--- config.mk ---
export PLATFORM = sky130hd
export DESIGN_NAME = uart_rx_flat
export DESIGN_NICKNAME = d
export VERILOG_FILES = /design/src/rtl/uart_rx_if.sv /design/src/rtl/uart_rx.sv /design/src/flat_wrapper.sv
export SDC_FILE = /design/constraint.sdc
export NUM_CORES = 1
export LEC_CHECK = 0
export CAP_MARGIN = 40
export CELL_PAD_IN_SITES_DETAIL_PLACEMENT = 1
export CELL_PAD_IN_SITES_GLOBAL_PLACEMENT = 1
export CORE_ASPECT_RATIO = 0.9
export CORE_UTILIZATION = 28
export DETAILED_ROUTE_END_ITERATION = 16
export DONT_BUFFER_PORTS = 1
export GPL_ROUTABILITY_DRIVEN = 0
export GPL_TIMING_DRIVEN = 0
export PLACE_DENSITY = 0.44
export SYNTH_ARGS = -nofsm -noshare
export SYNTH_HDL_FRONTEND = slang
export SYNTH_SLANG_ARGS = --single-unit
--- constraint.sdc ---
create_clock -name clk_in -period 3.2 [get_ports clk_in]
set_clock_uncertainty 0.2 [all_clocks]
set_input_delay 0.48 -clock clk_in [delete_from_list [all_inputs] [get_ports clk_in]]
set_output_delay 0.48 -clock clk_in [all_outputs]
set_load 0.02 [all_outputs]
--- src/rtl/uart_rx_if.sv ---
// CPU-side byte handshake of the UART receiver: valid/ready data register plus error pulses.
// parity_err exists only when UART_RX_PARITY_EN is defined.
interface uart_rx_if;
   logic [7:0] data_out;
   logic       valid_out;
   logic       ready_in;
   logic       frame_err;
   logic       overrun;
`ifdef UART_RX_PARITY_EN
   logic       parity_err;
`endif

   modport master (
      output data_out,
      output valid_out,
      output frame_err,
      output overrun,
`ifdef UART_RX_PARITY_EN
      output parity_err,
`endif
      input  ready_in
   );

   modport slave (
      input  data_out,
      input  valid_out,
      input  frame_err,
      input  overrun,
`ifdef UART_RX_PARITY_EN
      input  parity_err,
`endif
      output ready_in
   );
endinterface

--- src/rtl/uart_rx.sv ---
// 8N1 UART receiver with mid-bit sampling and a valid/ready output register.
// Define UART_RX_PARITY_EN for 8E1 framing with an extra parity_err pulse.
module uart_rx #(
   parameter int CLKS_PER_BIT = 868,
   parameter int SYNC_STAGES  = 2
) (
   input  logic     clk_in,
   input  logic     rst,
   input  logic     rx_in,
   uart_rx_if.master bus
);
   localparam int CW = $clog2(CLKS_PER_BIT);
   localparam int HALF = CLKS_PER_BIT / 2;
   localparam logic [CW-1:0] HALF_M1 = CW'(HALF - 1);
   localparam logic [CW-1:0] FULL_M1 = CW'(CLKS_PER_BIT - 1);

   typedef enum logic [2:0] {
      IDLE,
      START,
      DATA,
`ifdef UART_RX_PARITY_EN
      PARITY,
`endif
      STOP,
      WAIT_IDLE
   } state_t;

   state_t          state_q, state_d;
   logic [CW-1:0]   baud_q, baud_d;
   logic [2:0]      bit_q, bit_d;
   logic [7:0]      shift_q, shift_d;
   logic [7:0]      data_q, data_d;
   logic            valid_q, valid_d;
   logic            ferr_q, ferr_d;
   logic            ovr_q, ovr_d;
   logic [SYNC_STAGES-1:0] sync_q;
   logic            rxs;
   logic            stop_done;
   logic            byte_ok;
   logic            load;
`ifdef UART_RX_PARITY_EN
   logic            par_bad_q, par_bad_d;
   logic            perr_q, perr_d;
`endif

   // Idle-high reset value keeps a reset release from looking like a start bit.
   always_ff @(posedge clk_in or negedge rst) begin
      if (!rst) sync_q <= '1;
      else      sync_q <= {sync_q[SYNC_STAGES-2:0], rx_in};
   end
   assign rxs = sync_q[SYNC_STAGES-1];

   always_ff @(posedge clk_in or negedge rst) begin
      if (!rst) begin
         state_q   <= IDLE;
         baud_q    <= '0;
         bit_q     <= '0;
         shift_q   <= '0;
         data_q    <= '0;
         valid_q   <= 1'b0;
         ferr_q    <= 1'b0;
         ovr_q     <= 1'b0;
`ifdef UART_RX_PARITY_EN
         par_bad_q <= 1'b0;
         perr_q    <= 1'b0;
`endif
      end else begin
         state_q   <= state_d;
         baud_q    <= baud_d;
         bit_q     <= bit_d;
         shift_q   <= shift_d;
         data_q    <= data_d;
         valid_q   <= valid_d;
         ferr_q    <= ferr_d;
         ovr_q     <= ovr_d;
`ifdef UART_RX_PARITY_EN
         par_bad_q <= par_bad_d;
         perr_q    <= perr_d;
`endif
      end
   end

   always_comb begin
      state_d = state_q;
      baud_d  = baud_q + 1'b1;
      bit_d   = bit_q;
      shift_d = shift_q;
`ifdef UART_RX_PARITY_EN
      par_bad_d = par_bad_q;
`endif
      unique case (state_q)
         IDLE: begin
            baud_d = '0;
            if (!rxs) state_d = START;
         end
         START: if (baud_q == HALF_M1) begin
            baud_d  = '0;
            bit_d   = '0;
            state_d = rxs ? IDLE : DATA;
         end
         DATA: if (baud_q == FULL_M1) begin
            baud_d  = '0;
            shift_d = {rxs, shift_q[7:1]};
            if (bit_q == 3'd7) begin
               bit_d = '0;
`ifdef UART_RX_PARITY_EN
               state_d = PARITY;
`else
               state_d = STOP;
`endif
            end else begin
               bit_d = bit_q + 3'd1;
            end
         end
`ifdef UART_RX_PARITY_EN
         PARITY: if (baud_q == FULL_M1) begin
            baud_d    = '0;
            par_bad_d = ^shift_q ^ rxs;
            state_d   = STOP;
         end
`endif
         STOP: if (baud_q == FULL_M1) begin
            baud_d  = '0;
            state_d = rxs ? IDLE : WAIT_IDLE;
         end
         WAIT_IDLE: begin
            baud_d = '0;
            if (rxs) state_d = IDLE;
         end
         default: state_d = IDLE;
      endcase
   end

   // A completed byte either replaces a consumed one or is dropped as an overrun.
   always_comb begin
      stop_done = (state_q == STOP) && (baud_q == FULL_M1);
`ifdef UART_RX_PARITY_EN
      byte_ok = stop_done && rxs && !par_bad_q;
      perr_d  = (state_q == PARITY) && (baud_q == FULL_M1) && (^shift_q ^ rxs);
`else
      byte_ok = stop_done && rxs;
`endif
      ferr_d  = stop_done && !rxs;
      load    = byte_ok && (!valid_q || bus.ready_in);
      ovr_d   = byte_ok && valid_q && !bus.ready_in;
      valid_d = load || (valid_q && !bus.ready_in);
      data_d  = load ? shift_q : data_q;
   end

   assign bus.data_out  = data_q;
   assign bus.valid_out = valid_q;
   assign bus.frame_err = ferr_q;
   assign bus.overrun   = ovr_q;
`ifdef UART_RX_PARITY_EN
   assign bus.parity_err = perr_q;
`endif
endmodule

--- src/flat_wrapper.sv ---
// flat-port wrapper written by rule: the top's interface ports become plain ports
module uart_rx_flat 
#(
   parameter int CLKS_PER_BIT = 868,
   parameter int SYNC_STAGES  = 2
)
  (clk_in, rst, rx_in, bus_data_out, bus_valid_out, bus_frame_err, bus_overrun, bus_ready_in);
  uart_rx_if bus_i ();
  input  logic clk_in;
  input  logic rst;
  input  logic rx_in;
  output wire logic [$bits(bus_i.data_out)-1:0] bus_data_out;
  output wire logic [$bits(bus_i.valid_out)-1:0] bus_valid_out;
  output wire logic [$bits(bus_i.frame_err)-1:0] bus_frame_err;
  output wire logic [$bits(bus_i.overrun)-1:0] bus_overrun;
  input wire logic [$bits(bus_i.ready_in)-1:0] bus_ready_in;
  assign bus_data_out = bus_i.data_out;
  assign bus_valid_out = bus_i.valid_out;
  assign bus_frame_err = bus_i.frame_err;
  assign bus_overrun = bus_i.overrun;
  assign bus_i.ready_in = bus_ready_in;
  uart_rx #(.CLKS_PER_BIT(CLKS_PER_BIT), .SYNC_STAGES(SYNC_STAGES)) u_core (.clk_in(clk_in), .rst(rst), .rx_in(rx_in), .bus(bus_i));
endmodule
-- Yosys cells after proc, flatten, opt, wreduce, memory -nomap -nowiden
Index checks and enable logic that the tools add are counted.
- bits in read-only memories: 0
- input port bits: 4
- word-level logic and storage cells: 59
- bits in latches: 0
- memories: 0
- output and inout bits: 11
- bits in writable memories: 0
- register bits: 37
- shifts and indexed selects: 0
- reductions and logical operators: 19
- magnitude comparators: 0
- equality and inequality tests: 13
- add/sub/neg operators: 2
- multipliers: 0
- div/mod/pow operators: 0
- muxes and demuxes: 16
- bitwise operators: 0
- operator list (cell ; count):
    $mux 3 ; 10
    $pmux 10 s3 ; 1
    $mux 10 ; 2
    $pmux 3 s5 ; 1
    $add 10x1->10 const B ; 1
    $eq 10x10->1 const B ; 1
    $eq 10x9->1 const B ; 1
    $ne 2x1->1 const B ; 5
    $logic_and 1x1->1 ; 7
    $eq 3x2->1 const B ; 2
    $eq 3x3->1 const B ; 2
    $pmux 3 s2 ; 1
    $reduce_and 6->1 ; 1
    $reduce_or 2->1 ; 2
    $add 3x1->3 const B ; 1
    $eq 3x1->1 const B ; 1
    $logic_not 1->1 ; 3
    $logic_not 3->1 ; 1
    $reduce_and 3->1 ; 1
    $logic_or 1x1->1 ; 2
    $mux 2 ; 1
    $ne 2x2->1 const B ; 1
    $reduce_and 2->1 ; 1
    $reduce_bool 2->1 ; 1

-- Logic depth before layout (Yosys ltp)
- depth in word-level cells: 5
- mapped depth: 7
- gate-level depth less buffers: 6

-- Worst setup path after synthesis
OpenSTA, ideal clock, no wires.
- path type: register -> register
- from: reg u_core.baud_q[0]
- to: reg u_core.shift_q[0]
- path slack: 1.227 ns
- library setup time: 0.125 ns
- stages on the path, launching flop included: 6
- arrival: 1.648 ns
- clock period less this slack: 1.973 ns
- cell sequence: dfrtp_1 ha_1 nand4bb_1 nor3_4 nand2_2 mux2_2
- longest elaborated chain between the ends: 2
- RTL lines (what ; line ; source):
    start, declared ; uart_rx.sv:29 ; logic [CW-1:0] baud_q, baud_d;
    start signal, assigned ; uart_rx.sv:69 ; baud_q <= baud_d;
    $eq 10x10->1 ; uart_rx.sv:101 ; DATA: if (baud_q == FULL_M1) begin
    $reduce_and 2->1 (no source line) ; - ;
    end signal, assigned ; uart_rx.sv:71 ; shift_q <= shift_d;
    end, declared ; uart_rx.sv:31 ; logic [7:0] shift_q, shift_d;
Every way passes these cells.
A chain may end at the register's enable or synchronous reset.

-- Final worst setup path
- from: reg u_core.baud_q[0]
- to: reg u_core.shift_q[1]
The elaborated chain is that of the path after synthesis.

==> load_flow_metrics.sql <==
INSERT INTO impl_metrics (metric_group, metric, value, unit) VALUES
('clocking', 'cts_tree', 'yes', ''),
('clocking', 'insertion_delay', '280', 'ps'),
('logic_synthesis', 'synth_sequential_area_ratio', '55.1', '%'),
('worst_setup_path', 'crit_path_max_incr_delay', '440', 'ps'),
('worst_setup_path', 'critical-path-slowest-cell', 'sky130_fd_sc_hd__nor3_4', ''),
('cells_and_area', 'finalNetCount', '161', ''),
('sta', 'timing.slew.headroom', '68.7', '%'),
('logic_synthesis', 'synth-seq-cells', '37', ''),
('floorplanning', 'core_area', '0.00573', 'sq mm'),
('route', 'postRouteAntennaNets', '0', ''),
('sta', 'unrepaired_setup_endpoints_after_global_routing', 'no', ''),
('worst_setup_path', 'worstSetupEndpointType', 'flop', ''),
('sta', 'setup_total_neg_slack', '0', 'ps'),
('sta', 'fin_crit_sh', '72.5', '%'),
('logic_synthesis', 'post-synth-top-area-cell', 'sky130_fd_sc_hd__dfrtp_1', ''),
('worst_setup_path', 'crit_path_max_fanout', '8', ''),
('power', 'irDropWorstVdd', '0.000244', 'V'),
('floorplanning', 'initial_utilization', '29.4', '%'),
('logic_synthesis', 'asyncSetResetFlopFracSynth', '100', '%'),
('sta', 'report.final.slew_viol_count', '0', ''),
('run_status', 'outcome', 'complete, no violations', ''),
('global_route', 'grt_overflow_total', '0', ''),
('placement', 'dp_hpwl', '2420', 'microns'),
('logic_synthesis', 'synth-edff-count', '0', ''),
('floorplanning', 'fp-row-count', '26', ''),
('worst_setup_path', 'critical_path_required', '3170', 'ps'),
('cells_and_area', 'post_route_cells_drive_above_1_share', '24.0', '%'),
('cells_and_area', 'finalCoreUtilization', '33.3', '%'),
('logic_synthesis', 'synthesis.instances', '143', ''),
('global_route', 'first_pass_grt_wire_length', '5660', 'microns'),
('logic_synthesis', 'netlist_top_cells_area', 'sky130_fd_sc_hd__dfrtp_1, sky130_fd_sc_hd__mux2_2, sky130_fd_sc_hd__nor2_1, sky130_fd_sc_hd__dfstp_2, sky130_fd_sc_hd__ha_1', ''),
('route', 'via_per_inst', '4.83', ''),
('cells_and_area', 'layout_common_cells', 'sky130_fd_sc_hd__dfrtp_1, sky130_fd_sc_hd__nor2_1, sky130_fd_sc_hd__mux2_2, sky130_fd_sc_hd__nand3_1, sky130_fd_sc_hd__nand2_1', ''),
('cells_and_area', 'layout.cells.most_common', 'sky130_fd_sc_hd__dfrtp_1', ''),
('worst_setup_path', 'critical_path.startpoint_type', 'flop', ''),
('clocking', 'clock_sinks', '37', ''),
('route', 'detail_route.iter0.violations', '46', ''),
('power', 'power.static_leakage', '0.896', 'nW'),
('flow_run', 'max-cap-violations', '0', ''),
('clocking', 'clkTransAtPathRegs', '80', 'ps'),
('placement', 'number_of_port_buffers', '0', ''),
('logic_synthesis', 'synth_flop_cell', 'sky130_fd_sc_hd__dfrtp_1', ''),
('floorplanning', 'die_w', '83.8', 'microns'),
('cells_and_area', 'finish.cell_count_without_fillers', '225', ''),
('logic_synthesis', 'netlist.area_leader.share', '52.0', '%'),
('clocking', 'cts_resized', '0', ''),
('route', 'route.detailed.wl_per_inst', '15.1', 'microns'),
('route', 'detail_route.drc_violations', '0', ''),
('sta', 'report.final.hold_viol_count', '0', ''),
('sta', 'worst_slew_pin_slew', '469', 'ps'),
('logic_synthesis', 'syn-num-nets', '151', ''),
('route', 'wirelength', '3400', 'microns'),
('floorplanning', 'pin_count', '15', ''),
('clocking', 'cts_hold_buffers', '3', ''),
('clocking', 'cts_setup_buffers', '0', ''),
('clocking', 'clock-root-buffer', 'sky130_fd_sc_hd__clkbuf_8', ''),
('placement', 'place_ws', '842', 'ps'),
('floorplanning', 'die_h', '75.6', 'microns'),
('global_route', 'maximum_number_of_pins_on_one_net_before_global_route_repair', '38', ''),
('global_route', 'groute.usage.overall', '11.9', '%'),
('clocking', 'max-clock-path-buffers', '2', ''),
('worst_setup_path', 'arrival_time_at_the_worst_endpoint', '2290', 'ps'),
('logic_synthesis', 'synth.distinct_cells', '38', ''),
('clocking', 'cts-htree-levels', '2', ''),
('worst_setup_path', 'critical_path.n_buffers_inverters', '0', ''),
('logic_synthesis', 'ys.warnings.count', '0', ''),
('route', 'num_vias', '1087', ''),
('hold_path', 'hold_path.class', 'flop to flop', ''),
('global_route', 'first_global_vias', '1128', ''),
('sta', 'final-setup-viol-count', '0', ''),
('worst_setup_path', 'worst_path_dominant_cell_family', 'simple AND/OR/NAND/NOR gates', '');
-- worst register-to-register path, cell delays in order (launching register included) --
cell                        delay (ps)
sky130_fd_sc_hd__dfrtp_1           420
sky130_fd_sc_hd__ha_1              290
sky130_fd_sc_hd__nand4bb_1         310
sky130_fd_sc_hd__nor3_4            440
sky130_fd_sc_hd__nand2_2           230
sky130_fd_sc_hd__mux2_2            320
-- synthesized netlist by cell type, types with 2 or more instances --
| library cell | n |
|---|---|
| sky130_fd_sc_hd__and3_1 | 3 |
| sky130_fd_sc_hd__xor2_1 | 3 |
| sky130_fd_sc_hd__nor2_1 | 19 |
| sky130_fd_sc_hd__nand2b_1 | 3 |
| sky130_fd_sc_hd__nand3_1 | 7 |
| sky130_fd_sc_hd__mux2i_1 | 2 |
| sky130_fd_sc_hd__dfrtp_1 | 35 |
| sky130_fd_sc_hd__xnor2_1 | 5 |
| sky130_fd_sc_hd__a21oi_1 | 4 |
| sky130_fd_sc_hd__clkbuf_1 | 2 |
| sky130_fd_sc_hd__mux2_2 | 17 |
| sky130_fd_sc_hd__nor4_1 | 2 |
| sky130_fd_sc_hd__nand2_1 | 6 |
| sky130_fd_sc_hd__ha_1 | 4 |
| sky130_fd_sc_hd__nor3_1 | 4 |
| sky130_fd_sc_hd__dfstp_2 | 2 |
| sky130_fd_sc_hd__inv_1 | 4 |
-- layer usage --
metal	global-route usage [%]	vias to the layer above	part of all wire, %
met3	4.66	2	4.1
met5	0	-	0
met2	18.1	11	46
li1	-	526	-
met1	15.9	548	49
met4	3.39	0	0.74
-- state kept, by name (all words and copies together), names as in the netlist --
name	cells
u_core.bus.frame_err	1
u_core.bus.data_out	8
u_core.sync_q	2
u_core.bit_q	3
u_core.bus.overrun	1
u_core.shift_q	8
u_core.state_q	3
u_core.bus.valid_out	1
u_core.baud_q	10
-- per-stage QoR --
step                      power [W]  hold slack [ps]  area [sq um]
after floorplan            0.000481            -15.6          1690
after global placement     0.000482            -14.4          1770
after detailed placement   0.000482            -14.8          1770
after CTS                  0.000838              161          1900
after global routing       0.000865              165          1910
final                      0.000819              158          1910
-- layout make-up --
cell class / instances / area [sq um]
antenna: 1 / 2.50
buffer: 3 / 15.0
clock buffer: 5 / 68.8
clock inverter: 3 / 21.3
fill: 646 / 3820
inverter: 4 / 15.0
multi-input combinational: 99 / 727
sequential: 37 / 928
tap: 70 / 87.6
timing repair buffer: 3 / 40.0
-- path summary, 6_finish.rpt --
kind                             startpoint           endpoint  slack (ps)  depth (start not counted)
min in group asynchronous               rst   u_core.baud_q[1]         440                          2
min reg2reg                u_core.sync_q[0]   u_core.sync_q[1]         160                          0
max                        u_core.baud_q[0]  u_core.shift_q[1]         880                          5
max in group asynchronous               rst   u_core.sync_q[1]        2110                          2
max reg2reg                u_core.baud_q[0]  u_core.shift_q[1]         880                          5
min                        u_core.sync_q[0]   u_core.sync_q[1]         160                          0
-- where the power goes --
group          switching [W]  internal (W)
sequential        0.00000154      0.000469
clock               0.000178      0.000155
combinational     0.00000992    0.00000483
total               0.000190      0.000629
-- cells by family (layout without fill, tap and decap cells) --
kind of cell,count (synthesis),count (layout),synth area share [%]
other cells,0,1,0
xor+xnor,8,8,4.16
fa+ha+maj,4,4,2.97
mux,19,19,12.5
simple gates,57,57,19.2
compound gates,11,11,4.31
flops,37,37,55.1
buf+inv,7,18,1.78
Power figures use the tool's default switching activity.
